**config.mk**
```make
export PLATFORM = sky130hd
export DESIGN_NAME = link_serdes
export DESIGN_NICKNAME = d
export VERILOG_FILES = /design/src/rtl/link_serdes_pkg.sv /design/src/rtl/link_fifo.sv /design/src/rtl/link_serdes.sv
export SDC_FILE = /design/constraint.sdc
export NUM_CORES = 1
export LEC_CHECK = 0
export ABC_AREA = 1
export CORE_MARGIN = 3
export CORE_UTILIZATION = 47
export DETAILED_ROUTE_END_ITERATION = 12
export MAX_ROUTING_LAYER = met4
export PLACE_DENSITY = 0.68
export SYNTH_ARGS = -nofsm -noshare
export SYNTH_HDL_FRONTEND = slang
export SYNTH_SLANG_ARGS = --single-unit
```
**constraint.sdc**
```tcl
create_clock -name clk -period 2.4 [get_ports clk]
set_input_delay 0.36 -clock clk [delete_from_list [all_inputs] [get_ports clk]]
set_output_delay 0.36 -clock clk [all_outputs]
set_load 0.05 [all_outputs]
```
**src/rtl/link_serdes_pkg.sv**
```systemverilog
// Shared types and helpers for the forwarded-clock serial link endpoint.
package link_serdes_pkg;

  typedef enum logic [1:0] {
    TX_IDLE,
    TX_START,
    TX_DATA,
    TX_STOP
  } tx_state_e;

  typedef enum logic [1:0] {
    RX_IDLE,
    RX_DATA,
    RX_STOP
  } rx_state_e;

  // Bits on the wire per frame: start + payload + stop.
  function automatic int frame_bits(input int data_width);
    return data_width + 2;
  endfunction

endpackage

```
**src/rtl/link_fifo.sv**
```systemverilog
// Synchronous FIFO with count-based full/empty. A pop on a full FIFO frees the
// slot for a push in the same cycle. Storage is reset so the head reads 0.
module link_fifo #(
  parameter int DATA_WIDTH = 8,
  parameter int FIFO_DEPTH = 4
) (
  input  logic                  clk,
  input  logic                  rst_n,
  input  logic                  push,
  input  logic [DATA_WIDTH-1:0] wr_data,
  input  logic                  pop,
  output logic [DATA_WIDTH-1:0] rd_data,
  output logic                  full,
  output logic                  empty
);

  localparam int AW = $clog2(FIFO_DEPTH);
  localparam int CW = AW + 1;

  logic [DATA_WIDTH-1:0] mem [FIFO_DEPTH];
  logic [AW-1:0]         wr_ptr;
  logic [AW-1:0]         rd_ptr;
  logic [CW-1:0]         count;
  logic                  do_push;
  logic                  do_pop;

  assign full    = (count == CW'(FIFO_DEPTH));
  assign empty   = (count == '0);
  assign do_pop  = pop && !empty;
  assign do_push = push && (!full || do_pop);
  assign rd_data = mem[rd_ptr];

  // Pointer, occupancy and storage update.
  always_ff @(posedge clk or negedge rst_n) begin
    if (!rst_n) begin
      wr_ptr <= '0;
      rd_ptr <= '0;
      count  <= '0;
      for (int i = 0; i < FIFO_DEPTH; i++) mem[i] <= '0;
    end else begin
      if (do_push) begin
        mem[wr_ptr] <= wr_data;
        wr_ptr      <= wr_ptr + 1'b1;
      end
      if (do_pop) rd_ptr <= rd_ptr + 1'b1;
      case ({do_push, do_pop})
        2'b10:   count <= count + 1'b1;
        2'b01:   count <= count - 1'b1;
        default: count <= count;
      endcase
    end
  end

endmodule

```
**src/rtl/link_serdes.sv**
```systemverilog
// Forwarded-clock serial link endpoint: TX FIFO + serialiser driving a divided
// link clock, and a synchronised RX deserialiser feeding an RX FIFO.
// Handshakes: a word moves on tx_data when tx_valid && tx_ready at a rising
// clk edge; rx_data is popped when rx_valid && rx_ready at a rising clk edge.
module link_serdes
  import link_serdes_pkg::*;
#(
  parameter int DATA_WIDTH = 8,
  parameter int FIFO_DEPTH = 4,
  parameter int CLK_DIV    = 4
) (
  input  logic                  clk,
  input  logic                  rst_n,
  input  logic [DATA_WIDTH-1:0] tx_data,
  input  logic                  tx_valid,
  output logic                  tx_ready,
  output logic                  tx_busy,
  output logic [DATA_WIDTH-1:0] rx_data,
  output logic                  rx_valid,
  input  logic                  rx_ready,
  output logic                  rx_overflow,
  output logic                  rx_frame_err,
  input  logic                  err_clr,
  output logic                  link_clk_out,
  output logic                  link_txd,
  input  logic                  link_clk_in,
  input  logic                  link_rxd
);

  localparam int DIVW = $clog2(CLK_DIV);
  localparam int BW   = $clog2(frame_bits(DATA_WIDTH));
  localparam logic [BW-1:0] LAST_BIT = BW'(DATA_WIDTH - 1);

  // ---------------- link clock divider ----------------
  logic [DIVW-1:0] div_cnt;
  logic            div_tc;
  logic            link_fall;

  assign div_tc    = (div_cnt == DIVW'(CLK_DIV - 1));
  assign link_fall = div_tc && link_clk_out;

  // Free-running divider; link clock toggles at terminal count.
  always_ff @(posedge clk or negedge rst_n) begin
    if (!rst_n) begin
      div_cnt      <= '0;
      link_clk_out <= 1'b0;
    end else if (div_tc) begin
      div_cnt      <= '0;
      link_clk_out <= ~link_clk_out;
    end else begin
      div_cnt <= div_cnt + 1'b1;
    end
  end

  // ---------------- transmit path ----------------
  tx_state_e             tx_state, tx_state_n;
  logic [DATA_WIDTH-1:0] tx_shift, tx_shift_n;
  logic [BW-1:0]         tx_bit, tx_bit_n;
  logic                  txd_n;
  logic                  tx_pop;
  logic                  tx_full, tx_empty;
  logic [DATA_WIDTH-1:0] tx_head;

  assign tx_ready = !tx_full;
  assign tx_busy  = (tx_state != TX_IDLE) || !tx_empty;

  link_fifo #(.DATA_WIDTH(DATA_WIDTH), .FIFO_DEPTH(FIFO_DEPTH)) u_tx_fifo (
    .clk     (clk),
    .rst_n   (rst_n),
    .push    (tx_valid && tx_ready),
    .wr_data (tx_data),
    .pop     (tx_pop),
    .rd_data (tx_head),
    .full    (tx_full),
    .empty   (tx_empty)
  );

  // TX state register and line driver.
  always_ff @(posedge clk or negedge rst_n) begin
    if (!rst_n) begin
      tx_state <= TX_IDLE;
      tx_shift <= '0;
      tx_bit   <= '0;
      link_txd <= 1'b1;
    end else begin
      tx_state <= tx_state_n;
      tx_shift <= tx_shift_n;
      tx_bit   <= tx_bit_n;
      link_txd <= txd_n;
    end
  end

  // TX next state: everything advances only on a falling link-clock edge.
  always_comb begin
    tx_state_n = tx_state;
    tx_shift_n = tx_shift;
    tx_bit_n   = tx_bit;
    txd_n      = link_txd;
    tx_pop     = 1'b0;
    if (link_fall) begin
      case (tx_state)
        TX_IDLE, TX_STOP: begin
          if (!tx_empty) begin
            tx_pop     = 1'b1;
            tx_shift_n = tx_head;
            txd_n      = 1'b0;
            tx_state_n = TX_START;
          end else begin
            txd_n      = 1'b1;
            tx_state_n = TX_IDLE;
          end
        end
        TX_START: begin
          txd_n      = tx_shift[0];
          tx_shift_n = tx_shift >> 1;
          tx_bit_n   = '0;
          tx_state_n = TX_DATA;
        end
        TX_DATA: begin
          if (tx_bit == LAST_BIT) begin
            txd_n      = 1'b1;
            tx_state_n = TX_STOP;
          end else begin
            txd_n      = tx_shift[0];
            tx_shift_n = tx_shift >> 1;
            tx_bit_n   = tx_bit + 1'b1;
          end
        end
        default: tx_state_n = TX_IDLE;
      endcase
    end
  end

  // ---------------- receive path ----------------
  logic [1:0]            clk_sync, rxd_sync;
  logic                  clk_prev;
  logic                  sample_en, sample_bit;
  rx_state_e             rx_state, rx_state_n;
  logic [DATA_WIDTH-1:0] rx_shift, rx_shift_n;
  logic [BW-1:0]         rx_bit, rx_bit_n;
  logic                  rx_push, frame_set, overflow_set;
  logic                  rx_full, rx_empty;

  assign rx_valid     = !rx_empty;
  assign overflow_set = rx_push && rx_full && !(rx_ready && rx_valid);

  // Two-flop synchronisers, edge-detect flop and registered sample strobe.
  always_ff @(posedge clk or negedge rst_n) begin
    if (!rst_n) begin
      clk_sync   <= '0;
      rxd_sync   <= 2'b11;
      clk_prev   <= 1'b0;
      sample_en  <= 1'b0;
      sample_bit <= 1'b1;
    end else begin
      clk_sync   <= {clk_sync[0], link_clk_in};
      rxd_sync   <= {rxd_sync[0], link_rxd};
      clk_prev   <= clk_sync[1];
      sample_en  <= clk_sync[1] && !clk_prev;
      sample_bit <= rxd_sync[1];
    end
  end

  // RX state register and sticky error flags (a new event beats err_clr).
  always_ff @(posedge clk or negedge rst_n) begin
    if (!rst_n) begin
      rx_state     <= RX_IDLE;
      rx_shift     <= '0;
      rx_bit       <= '0;
      rx_overflow  <= 1'b0;
      rx_frame_err <= 1'b0;
    end else begin
      rx_state     <= rx_state_n;
      rx_shift     <= rx_shift_n;
      rx_bit       <= rx_bit_n;
      rx_overflow  <= overflow_set || (rx_overflow && !err_clr);
      rx_frame_err <= frame_set || (rx_frame_err && !err_clr);
    end
  end

  // RX next state: one step per synchronised rising link-clock edge.
  always_comb begin
    rx_state_n = rx_state;
    rx_shift_n = rx_shift;
    rx_bit_n   = rx_bit;
    rx_push    = 1'b0;
    frame_set  = 1'b0;
    if (sample_en) begin
      case (rx_state)
        RX_IDLE: begin
          if (!sample_bit) begin
            rx_bit_n   = '0;
            rx_state_n = RX_DATA;
          end
        end
        RX_DATA: begin
          rx_shift_n = (rx_shift >> 1) | (DATA_WIDTH'(sample_bit) << (DATA_WIDTH - 1));
          if (rx_bit == LAST_BIT) rx_state_n = RX_STOP;
          else                    rx_bit_n   = rx_bit + 1'b1;
        end
        RX_STOP: begin
          if (sample_bit) rx_push   = 1'b1;
          else            frame_set = 1'b1;
          rx_state_n = RX_IDLE;
        end
        default: rx_state_n = RX_IDLE;
      endcase
    end
  end

  link_fifo #(.DATA_WIDTH(DATA_WIDTH), .FIFO_DEPTH(FIFO_DEPTH)) u_rx_fifo (
    .clk     (clk),
    .rst_n   (rst_n),
    .push    (rx_push),
    .wr_data (rx_shift),
    .pop     (rx_ready),
    .rd_data (rx_data),
    .full    (rx_full),
    .empty   (rx_empty)
  );

endmodule

```
=== After elaboration in Yosys (flattened, before gate mapping) ===
Cells that the tools add are included.

* Add/sub/neg operators: 11
* $lt $le $gt $ge: 6
* Equal/unequal tests: 20
* Mux-type cells: 41
* Bitwise logic cells: 6
* Reductions and logical operators: 41

{| class="wikitable"
|+ Operators by type and width
! kind !! count
|-
| $bwmux W32 || 2
|-
| $mux W8 || 8
|-
| $bmux W8 S2 || 2
|-
| $demux W8 S2 || 2
|-
| $pmux W8 S3 || 1
|-
| $pmux W4 S2 || 2
|-
| $logic_and A1 B1 Y1 || 13
|-
| $eq A2 B2 Y1 const B || 6
|-
| $ge A3 B3 Y1 const B || 4
|-
| $mux W1 || 12
|-
| $mux W4 || 3
|-
| $ne A2 B2 Y1 const B || 6
|-
| $not A2 Y3 || 4
|-
| $pmux W3 S2 || 2
|-
| $add A2 B1 Y2 const B || 5
|-
| $reduce_bool A2 Y1 || 5
|-
| $reduce_and A3 Y1 || 3
|-
| $add A4 B1 Y4 const B || 2
|-
| $eq A2 B1 Y1 const B || 4
|-
| $eq A4 B3 Y1 const B || 2
|-
| $mux W2 || 4
|-
| $or A7 B8 Y8 || 1
|-
| $logic_not A1 Y1 || 7
|-
| $add A3 B1 Y3 const B || 2
|-
| 13 further kinds || 23
|}

* Flip-flop bits (word level): 119
* Input bits: 15
* Output and inout bits: 15

=== Depth between registers and ports, before layout ===
Gate-level depths: netlist of run 1.

* Depth in word-level cells: 9
* Depth in mapped cells: 12
* Depth with buffers taken out: 11

=== Cells and area by module ===
From an unflattened synthesis of run 1, not the netlist that was laid out.

* Cells, all modules: 687
* Area, all modules: 5,941.9 um^2

{| class="wikitable"
|+ Modules (own cells, without submodules)
! module !! times used !! cells an instance !! area each (um^2)
|-
| link_fifo || 2 || 236 || 2,009.4
|-
| link_serdes || 1 || 215 || 1,923.1
|}

=== Worst setup path before layout of run 1 ===
OpenSTA, ideal clock, no wires.

* Path kind: flip-flop to flip-flop
* Start: register tx_state[0]
* End: register u_tx_fifo.count[2]
* Setup time: 124 ps
* Arrival: 2,194 ps
* Path slack: 82 ps
* Stages on the path, launching flop included: 13
* Buffers on the path: 1
* Period minus slack after synthesis: 2,318 ps
* Path through: dfrtp_1 > inv_1 > ha_1 > inv_1 > clkbuf_1 > nand3_1 > inv_1 > ha_1 > inv_1 > fa_1 > a21oi_1 > o21ai_0 > xnor2_1

* Word-level cells in the longest chain between the ends: 9
* Elaborated cells between the ends (all ways): 12
* Those cells by class: 3 x eq/ne; 3 x mux; 6 x reduce/logical

{| class="wikitable"
|+ Ends and longest elaborated chain
! what !! RTL line !! source
|-
| from (decl) || link_serdes.sv:56 || <nowiki>tx_state_e tx_state, tx_state_n;</nowiki>
|-
| from (signal assigned) || link_serdes.sv:86 || <nowiki>tx_state <= tx_state_n;</nowiki>
|-
| $eq A2 B2 Y1 or $logic_not A2 Y1 (tied branches) || link_serdes.sv:101 || <nowiki>case (tx_state)</nowiki>
|-
| $reduce_or A2 Y1 * || link_serdes.sv:101 ||
|-
| $mux W1 * || link_serdes.sv:101 ||
|-
| $mux W1 * || link_serdes.sv:100 || <nowiki>if (link_fall) begin</nowiki>
|-
| $logic_and A1 B1 Y1 * || link_fifo.sv:29 || <nowiki>assign do_pop = pop && !empty;</nowiki>
|-
| named net u_tx_fifo.do_pop || link_fifo.sv:25 || <nowiki>logic do_pop;</nowiki>
|-
| $logic_or A1 B1 Y1 || link_fifo.sv:30 || <nowiki>assign do_push = push && (!full || do_pop);</nowiki>
|-
| $logic_and A1 B1 Y1 || link_fifo.sv:30 ||
|-
| $eq A2 B1 Y1 or $eq A2 B2 Y1 (tied branches) || link_fifo.sv:46 || <nowiki>case ({do_push, do_pop})</nowiki>
|-
| $pmux W3 S2 or $reduce_bool A2 Y1 (tied branches) || -- ||
|-
| to (signal assigned) || link_fifo.sv:47 || <nowiki>2'b10: count <= count + 1'b1;</nowiki>
|-
| to (signal assigned) || link_fifo.sv:48 || <nowiki>2'b01: count <= count - 1'b1;</nowiki>
|-
| to (signal assigned) || link_fifo.sv:49 || <nowiki>default: count <= count;</nowiki>
|-
| to (decl) || link_fifo.sv:23 || <nowiki>logic [CW-1:0] count;</nowiki>
|}

Mark *: on every way through the listed nets, which the timed path passes. The rest lies on a longest branch.
A chain may end at the register's enable or synchronous reset.

=== Worst setup path after layout of run 1 ===
* Start: register u_tx_fifo.count[2]
* End: output port tx_busy

* Word-level cells in the longest chain between the ends: 3

{| class="wikitable"
|+ Ends and longest elaborated chain
! what !! RTL line !! source
|-
| $logic_not A3 Y1 || link_fifo.sv:28 || <nowiki>assign empty = (count == '0);</nowiki>
|-
| $logic_not A1 Y1 || link_serdes.sv:65 || <nowiki>assign tx_busy = (tx_state != TX_IDLE) || !tx_empty;</nowiki>
|-
| $logic_or A1 B1 Y1 || link_serdes.sv:65 ||
|-
| to (decl) || link_serdes.sv:17 || <nowiki>output logic tx_busy,</nowiki>
|}

Every way passes these cells.

==> run summary, run 1 <==
DRT antenna net count: 0
number of warning messages in the yosys log: 0
max cap viols: 0
outcome: completed
worst r2r dst: u_tx_fifo.count[2]
ratio of cells with drive above 1 in the final layout: 0.09749
antenna violations before repair: 0
max-slew violations: 0
top post-synthesis cells by area: dfrtp_1, nand2_1, o21ai_0, inv_1, ha_1
critical-path maximum fanout: 5
final WL: 10,910 um
Synth Net Count: 661
Initial Util: 0.4954
share of Yosys cell area claimed by the top area cell type: 0.5221
Ant. Diodes: 0
post-synthesis cell type count: 34
Total Die Area: 13,060 sq um
gpl congestion: 0.8003
FMAX: 433.4 MHz
final hold vios: 0
Vias: 4,195
worst-margin pin slew: 0.6067 ns
Crit Path Class: flip-flop to output port
std cell rows: 38
Worst Path Required: 2.04 ns
post-CTS sizing: 0
Die Wd: 114.3 um
power density cells: 1386 nW/um^2
Final nets: 696
Critical Path End Type: output port
syn_area_per_cell: 8.762 sq um
Pre-Repair DR Iteration Count: 4
setup tns final: 0 ns
final setup fails: 0
kind of launch point of the worst setup path: flip-flop
Layout area overhead: 20.36%
GRT overflow: 0
crit path cell chain: nor3_2 > nand2_1 > clkdlybuf4s50_1
post-synthesis sequential area ratio: 0.5412
number of global-route vias before repair: 4,093
GRT Util Overall: 0.1899
Post-Syn Area: 5512 sq um
DRC viols: 0
DR vias/cell: 5.135
Fill cells: 968
H-tree depth: 4
RSZ-0062 raised after global routing: false
Yosys reg bits: 119
Die H: 114.3 um
clk sinks: 119
Clock Latency Late Sink: 0.41 ns
leakage: 3.218 nW
reg2reg path depth: 11
largest net degree at the start of global routing: 46
Detail Placement HPWL: 7441 um
CP max stage cell: clkdlybuf4s50_1
cts hold-fix bufs: 1
Worst Setup SP: u_tx_fifo.count[2]
worst vdd ir: 0.9910 mV
Clock Tree Buf Depth: 2
Clock transition at path regs: 0.05 ns
commonest cells after routing, fill and taps aside: nand2_1, dfrtp_1, o21ai_0
Crit Reg-Reg Startpoint: tx_state[0]
clock skew after layout: 0.007944 ns
Slew Limit Headroom: 0.5956
Buffers on Ports: 29
crit path DAT: 1.95 ns
cts bufs inserted: 17
CTS tree: yes
Gate Count Post-Synth: 629
flop2flop setup slack: 0.27 ns
Hold WS: 0.3470 ns
part of the cycle the worst path needs: 0.9614
area leader, netlist: dfrtp_1
root buffer cell: clkbuf_16
total power: 9.192 mW
routed len/inst: 13.35 um
num ports: 30
first-pass GRT wire length: 19,130 um
slowest stage delay, CP: 0.71 ns
worst hold path cell count: 0
Hold Path Class: flip-flop to flip-flop
most common cell after layout, fill and taps aside: nand2_1
Tmin final: 2.307 ns
crit path to: tx_busy
starting DRC count in detailed routing: 271
postcts setup bufs: 0
Core ar.: 11,130 sq um
-- cells in the mapped netlist (all sizes together) --
master  instances
fa              2
clkbuf          5
dfstp           4
xnor2           2
nand2         198
o221ai          1
dfrtp         115
inv            54
xor2            8
nand3b          1
nor2           44
o21a           16
buf            16
nor3            2
nand4           1
o32ai           1
o21ai          81
ha             15
clkinv          2
o22ai           9
nand3          33
a21oi          18
or2             1
-- critical path, delay by kind of cell, from the launching register on --
kind	cells	cell delay, ns
flip-flops	1	0.42
AND/OR/NAND/NOR	2	0.40
buffers and inverters	1	0.71
-- power by group --
group          total, mW  internal, mW  leakage [nW]  switching, mW
clock network       2.65          1.78         0.301          0.870
registers           3.22          2.71          1.50          0.507
logic               3.32          1.29          1.41           2.03
total               9.19          5.78          3.22           3.41
-- sequential cells by signal, summed over array words and instances, names as in the netlist, 3 cells and up --
| name | cells |
|---|---|
| rx_bit | 4 |
| u_rx_fifo.count | 3 |
| rx_shift | 8 |
| tx_shift | 8 |
| u_rx_fifo.mem | 32 |
| u_tx_fifo.mem | 32 |
| u_tx_fifo.count | 3 |
| tx_bit | 4 |
-- logic make-up (layout without fill, tap and decap cells) --
group                      after synthesis  count (layout)  synth area share
and+or+nand+nor                        280             280            0.2134
AOI/OAI and AO/OA                      126             126            0.1271
DFF                                    119             119            0.5412
buffers and inverters                   77             125           0.06107
adders and majority gates               17              17           0.04132
xor gates and xnor gates                10              10           0.01589
-- final cells by class --
cell class	count	area, sq um	area share
Clock buffer	23	467.9	0.07054
Clock inverter	9	147.6	0.02226
Inverter	56	212.7	0.03206
Multi-Input combinational cell	433	2192	0.3304
Sequential cell	119	2983	0.4496
Tap cell	140	175.2	0.02641
Timing Repair Buffer	37	455.4	0.06865
-- how the worst min path moves through the flow --
| stage | startpoint | to |
|---|---|---|
| after floorplan | rst_n | clk_prev |
| after global placement | clk_sync[0] | clk_sync[1] |
| after detailed placement | clk_sync[0] | clk_sync[1] |
| after CTS | link_rxd | rxd_sync[0] |
| after global routing | rxd_sync[1] | sample_bit |
| final | rxd_sync[1] | sample_bit |
-- through the flow --
| step | std cells | util | area [sq um] | setup WS, ns |
|---|---|---|---|---|
| 6_report | 817 | 0.5963 | 6634 | 0.09261 |
| 5_1_grt | 817 | 0.5963 | 6634 | 0.01665 |
| 4_1_cts | 817 | 0.5963 | 6634 | 0.05109 |
| 3_5_place_dp | 784 | 0.5400 | 6008 | 0.2984 |
| 3_3_place_gp | 784 | 0.5400 | 6008 | 0.3442 |
| 2_1_floorplan | 629 | - | 5512 | 0.08204 |
-- metal layers --
metal  routed length, um  share of wire  GRT usage  up-vias
li1                    -              -          -     2099
met1                4916           0.45     0.2276     1997
met2                5402           0.50     0.3064       82
met3                 419          0.038    0.05603       17
met4                 166          0.015    0.06809        0
met5                   0              0          -        -
Power figures use the tool's default switching activity.
==> run 2, diff against run 1 <==
--- a/config.mk
+++ b/config.mk
@@ -6,9 +6,11 @@
 export NUM_CORES = 1
 export LEC_CHECK = 0
 export ABC_AREA = 1
+export CORE_ASPECT_RATIO = 2
 export CORE_MARGIN = 3
 export CORE_UTILIZATION = 47
 export DETAILED_ROUTE_END_ITERATION = 12
+export GPL_TIMING_DRIVEN = 0
 export MAX_ROUTING_LAYER = met4
 export PLACE_DENSITY = 0.68
 export SYNTH_ARGS = -nofsm -noshare
==> run 2 against run 1 <==
Net effect:
- utilization shrank 1.4 points
- clock skew is essentially flat
- wire length is 11% higher
- sequential share of layout area grew 0.15 points
- critical endpoint is now u_tx_fifo.count[2]
- largest power group unchanged
- highest routed layer unchanged
==> run summary, run 2 (synthesis gave the netlist of run 1 again) <==
placement-stage cell area: 6008 sq um
Crit Reg-Reg Startpoint: tx_state[0]
power density cells: 1343 nW/um^2
worst vdd ir: 0.7024 mV
design area: 6611 sq um
crit path cell chain: inv_1 > ha_1 > clkinvlp_4 > nand3_2 > inv_1 > ha_1 > inv_1 > fa_1 > a21oi_1 > o21ai_0 > xnor2_1
kind of launch point of the worst setup path: flip-flop
Non-Filler Instances: 838
number of global-route vias before repair: 4,483
RSZ-0062 raised after global routing: false
Crit Path Class: flip-flop to flip-flop
DR vias/cell: 5.125
final setup fails: 0
Worst Path Required: 2.69 ns
Total Die Area: 13,140 sq um
H-tree depth: 4
flop2flop setup slack: 0.17 ns
routed len/inst: 14.44 um
Pre-Repair DR Iteration Count: 4
outcome: completed
reg2reg path depth: 11
DRT antenna net count: 0
CP max stage cell: fa_1
commonest cells after routing, fill and taps aside: nand2_1, dfrtp_1, o21ai_0
leading registers by flop count: u_rx_fifo.mem: 32 flops, u_tx_fifo.mem: 32 flops
Final nets: 715
min-delay src: rxd_sync[1]
sum of buffers and inverters on the critical path: 4
clk sinks: 119
CTS tree: yes
antenna violations before repair: 0
Tmin final: 2.231 ns
GRT overflow: 0
cell family with most CP delay: adder cells
Detail Placement HPWL: 8695 um
max cap viols: 0
placed cells: 801
crit-path most repeated cell: inv_1
num ports: 30
slowest stage delay, CP: 0.38 ns
FMAX: 448.2 MHz
leakage: 3.230 nW
largest net degree at the start of global routing: 91
part of the cycle the worst path needs: 0.9296
Vias: 4,295
crit path DAT: 2.52 ns
DRC viols: 0
starting DRC count in detailed routing: 192
Clock Tree Buf Depth: 2
Clock Latency Late Sink: 0.41 ns
GRT Util Overall: 0.2070
clock skew after layout: 0.007641 ns
final hold vios: 0
Die Wd: 82.57 um
Fill cells: 1,000
Core ar.: 11,350 sq um
Clock transition at path regs: 0.05 ns
Die H: 159.1 um
first-pass GRT wire length: 20,470 um
final WL: 12,100 um
Slew Limit Headroom: 0.6642
root buffer cell: clkbuf_16
most common cell after layout, fill and taps aside: nand2_1
worst r2r dst: u_tx_fifo.count[2]
worst hold path cell count: 0
Hold Path Class: flip-flop to flip-flop
fin util: 0.5823
ratio of cells with drive above 1 in the final layout: 0.1236
Initial Util: 0.4854
Worst Hold Endpoint: sample_bit
Layout area overhead: 19.95%
Ant. Diodes: 0
gpl congestion: 0.8404
Critical Path End Type: flip-flop
std cell rows: 55
Buffers on Ports: 29
critical-path maximum fanout: 6
worst-margin pin slew: 0.5021 ns
cts bufs inserted: 17
max-slew violations: 0
-- run 2: cell count changes in the layout (fill, tap and decap cells not counted), moves of 2 or more --
cell,previous run,this run
buf_12,10,0
buf_2,0,15
buf_4,6,10
buf_6,0,3
bufinv_16,4,2
clkbuf_1,4,6
clkbuf_4,0,2
clkinvlp_4,1,4
inv_1,53,51
-- run 2: layout make-up --
type,count,area (sq um),area share
Clock inverter,9,100.1,0.01514
Timing Repair Buffer,36,331.6,0.05015
Multi-Input combinational cell,433,2197,0.3323
Inverter,56,220.2,0.03331
Tap cell,142,177.7,0.02687
Sequential cell,119,2983,0.4512
Buffer,20,123.9,0.01874
Clock buffer,23,478.0,0.07229
-- run 2: metal layers --
layer	wire length, um	global-route usage
met1	4465	0.2045
met2	7019	0.3692
met3	368	0.04983
met4	246	0.08854
met5	0	-
-- run 2: worst max path at each step --
stage                           start                 end  slack, ns  cells past startpoint
after floorplan           tx_state[0]  u_tx_fifo.count[2]       0.08                     12
after global placement          rst_n   u_tx_fifo.mem[23]      -3.47                      1
after detailed placement  tx_state[0]  u_tx_fifo.count[2]      -0.30                     12
after CTS                 tx_state[0]  u_tx_fifo.count[2]      0.002                     11
after global routing      tx_state[0]  u_tx_fifo.count[2]     0.0008                     11
final                     tx_state[0]  u_tx_fifo.count[2]       0.17                     11
-- run 2: power breakdown --
part | switching [mW] | internal, mW
registers | 0.434 | 2.71
clock network | 0.876 | 1.60
logic | 2.16 | 1.10
total | 3.47 | 5.41
-- run 2: metrics by stage --
stage / worst slack, ns / setup TNS, ns / total power [mW] / hold WS [ns]
2_1_floorplan: 0.08204 / 0 / 5.398 / 0.06441
3_3_place_gp: -3.465 / -406.13 / 6.242 / 0.3327
3_5_place_dp: -0.2975 / -0.7277 / 6.379 / 0.2568
4_1_cts: 0.002306 / 0 / 8.813 / 0.3460
5_1_grt: 0.0008404 / 0 / 9.493 / 0.3462
6_report: 0.1690 / 0 / 8.877 / 0.3537
-- run 2: repair_timing --
item	in CTS	in global routing
hold endpoints to repair	26	0
pin swaps	0	0
setup buffers	0	5
gates resized for setup	42	5
gates cloned	0	0
setup endpoints to repair	10	11
hold buffers	1	0
==> run 3, diff against run 2 <==
--- a/config.mk
+++ b/config.mk
@@ -8,11 +8,11 @@
 export ABC_AREA = 1
 export CORE_ASPECT_RATIO = 2
 export CORE_MARGIN = 3
-export CORE_UTILIZATION = 47
+export CORE_UTILIZATION = 45
 export DETAILED_ROUTE_END_ITERATION = 12
 export GPL_TIMING_DRIVEN = 0
 export MAX_ROUTING_LAYER = met4
-export PLACE_DENSITY = 0.68
+export PLACE_DENSITY = 0.65
 export SYNTH_ARGS = -nofsm -noshare
 export SYNTH_HDL_FRONTEND = slang
 export SYNTH_SLANG_ARGS = --single-unit
==> run 3 against run 2 <==
Net effect:
- register-to-register slack got worse by 0.06 ns
- setup slack got worse by 0.059 ns
- sequential power rose by 1%
- global-route usage fell by 1.2 points
- utilization fell by 2.5 points
- final area fell by 0.26%
- critical endpoint unchanged
==> run summary, run 3 (synthesis gave the netlist of run 1 again) <==
Initial Util: 0.4654
slowest stage delay, CP: 0.37 ns
leading registers by flop count: u_rx_fifo.mem: 32 flops, u_tx_fifo.mem: 32 flops
final hold vios: 0
part of the cycle the worst path needs: 0.9541
clock share of power: 0.268
Power Internal: 5.250 mW
routed len/inst: 14.48 um
fin util: 0.5568
Clock Latency Late Sink: 0.41 ns
CP max stage cell: fa_1
Final nets: 710
Switching Share: 0.3957
sequential fraction of design power: 0.366
final WL: 12,110 um
Detail Placement HPWL: 8832 um
root buffer cell: clkbuf_16
Slew Limit Headroom: 0.6613
Hold WS: 0.3483 ns
kind of launch point of the worst setup path: flip-flop
Die Wd: 84.26 um
Clock Tree Buf Depth: 2
Comb power frac: 0.366
cts bufs inserted: 17
total power: 8.687 mW
commonest cells after routing, fill and taps aside: nand2_1, dfrtp_1, o21ai_0
GRT overflow: 0
Critical Path End Type: flip-flop
worst vdd ir: 0.8395 mV
first-pass GRT wire length: 20,480 um
placed cells: 804
Ant. Diodes: 0
leakage: 3.192 nW
clk sinks: 119
num ports: 30
sum of buffers and inverters on the critical path: 4
RSZ-0062 raised after global routing: false
Vias: 4,340
Hold Path Class: flip-flop to flip-flop
FMAX: 436.7 MHz
Core ar.: 11,840 sq um
Crit Path Class: flip-flop to flip-flop
Non-Filler Instances: 836
largest net degree at the start of global routing: 86
GRT Util Overall: 0.1951
Worst Path Required: 2.69 ns
Buffers on Ports: 29
worst-margin pin slew: 0.5072 ns
placement-stage cell area: 6012 sq um
final setup fails: 0
antenna violations before repair: 0
H-tree depth: 4
clock skew after layout: 0.01055 ns
Pre-Repair DR Iteration Count: 4
cell family with most CP delay: adder cells
Total Die Area: 13,690 sq um
crit-path most repeated cell: inv_1
power density cells: 1317 nW/um^2
DRC viols: 0
critical-path maximum fanout: 11
CTS tree: yes
max-slew violations: 0
number of global-route vias before repair: 4,459
switching pwr: 3.437 mW
starting DRC count in detailed routing: 260
Fill cells: 1,050
max cap viols: 0
ratio of cells with drive above 1 in the final layout: 0.1172
Setup WS pre-CTS: -0.3099 ns
most common cell after layout, fill and taps aside: nand2_1
Tmin final: 2.290 ns
Clock transition at path regs: 0.06 ns
Die H: 162.5 um
crit path cell chain: inv_1 > ha_1 > clkinvlp_4 > nand3_4 > inv_1 > ha_1 > inv_1 > fa_1 > a21oi_1 > o21ai_0 > xnor2_1
crit path DAT: 2.58 ns
design area: 6594 sq um
gpl congestion: 0.7989
std cell rows: 56
Layout area overhead: 19.64%
outcome: completed
fin worst setup slack: 0.1101 ns
DR vias/cell: 5.191
setup tns final: 0 ns
DRT antenna net count: 0
[run 3: cell types whose count changed in the layout (fill, tap and decap cells not counted)]
cell,change
clkdlybuf4s18_2,+1
clkbuf_4,-1
clkinv_4,+1
clkbuf_2,-1
bufinv_16,-1
buf_4,-3
nand3_2,-1
clkdlybuf4s15_2,+5
clkbuf_8,-1
buf_2,-5
nand3_4,+1
[run 3: power by group through the flow]
stage,clock (mW),combinational [mW],sequential [mW]
after floorplan,0,2.33,3.06
after CTS,2.37,3.23,3.14
final,2.33,3.18,3.18
after detailed placement,0,3.21,3.17
after global placement,0,3.14,3.13
after global routing,2.47,3.56,3.27
[run 3: path summary, 6_finish.rpt]
kind	startpoint	to	slack [ns]	cells past startpoint
max in group asynchronous	rst_n	link_txd	1.23	3
worst max register to register	tx_state[0]	u_tx_fifo.count[2]	0.11	11
worst min register to register	clk_sync[0]	clk_sync[1]	0.35	0
worst min-delay path	clk_sync[0]	clk_sync[1]	0.35	0
worst max-delay path	tx_state[0]	u_tx_fifo.count[2]	0.11	11
min in group asynchronous	rst_n	u_rx_fifo.rd_ptr[1]	0.41	2
[run 3: metal layers]
| metal | GRT usage | vias to the layer above | part of all wire |
|---|---|---|---|
| met5 | - | - | 0 |
| li1 | - | 2114 | - |
| met3 | 0.04658 | 41 | 0.028 |
| met2 | 0.3626 | 111 | 0.57 |
| met1 | 0.1796 | 2074 | 0.36 |
| met4 | 0.1032 | 0 | 0.039 |
[run 3: area by class of cell]
class / count / area (sq um) / area share
Buffer: 19 / 122.6 / 0.01860
Clock buffer: 23 / 467.9 / 0.07097
Sequential cell: 119 / 2983 / 0.4524
Timing Repair Buffer: 32 / 335.3 / 0.05085
Inverter: 56 / 220.2 / 0.03340
Clock inverter: 9 / 78.83 / 0.01195
Tap cell: 145 / 181.4 / 0.02751
Multi-Input combinational cell: 433 / 2205 / 0.3343
[run 3: what timing repair did]
action                     4_1_cts  5_1_grt
gates resized for setup         32        6
hold endpoints to repair        31        0
setup endpoints to repair       10        7
hold buffers                     1        0
setup buffers                    1        0
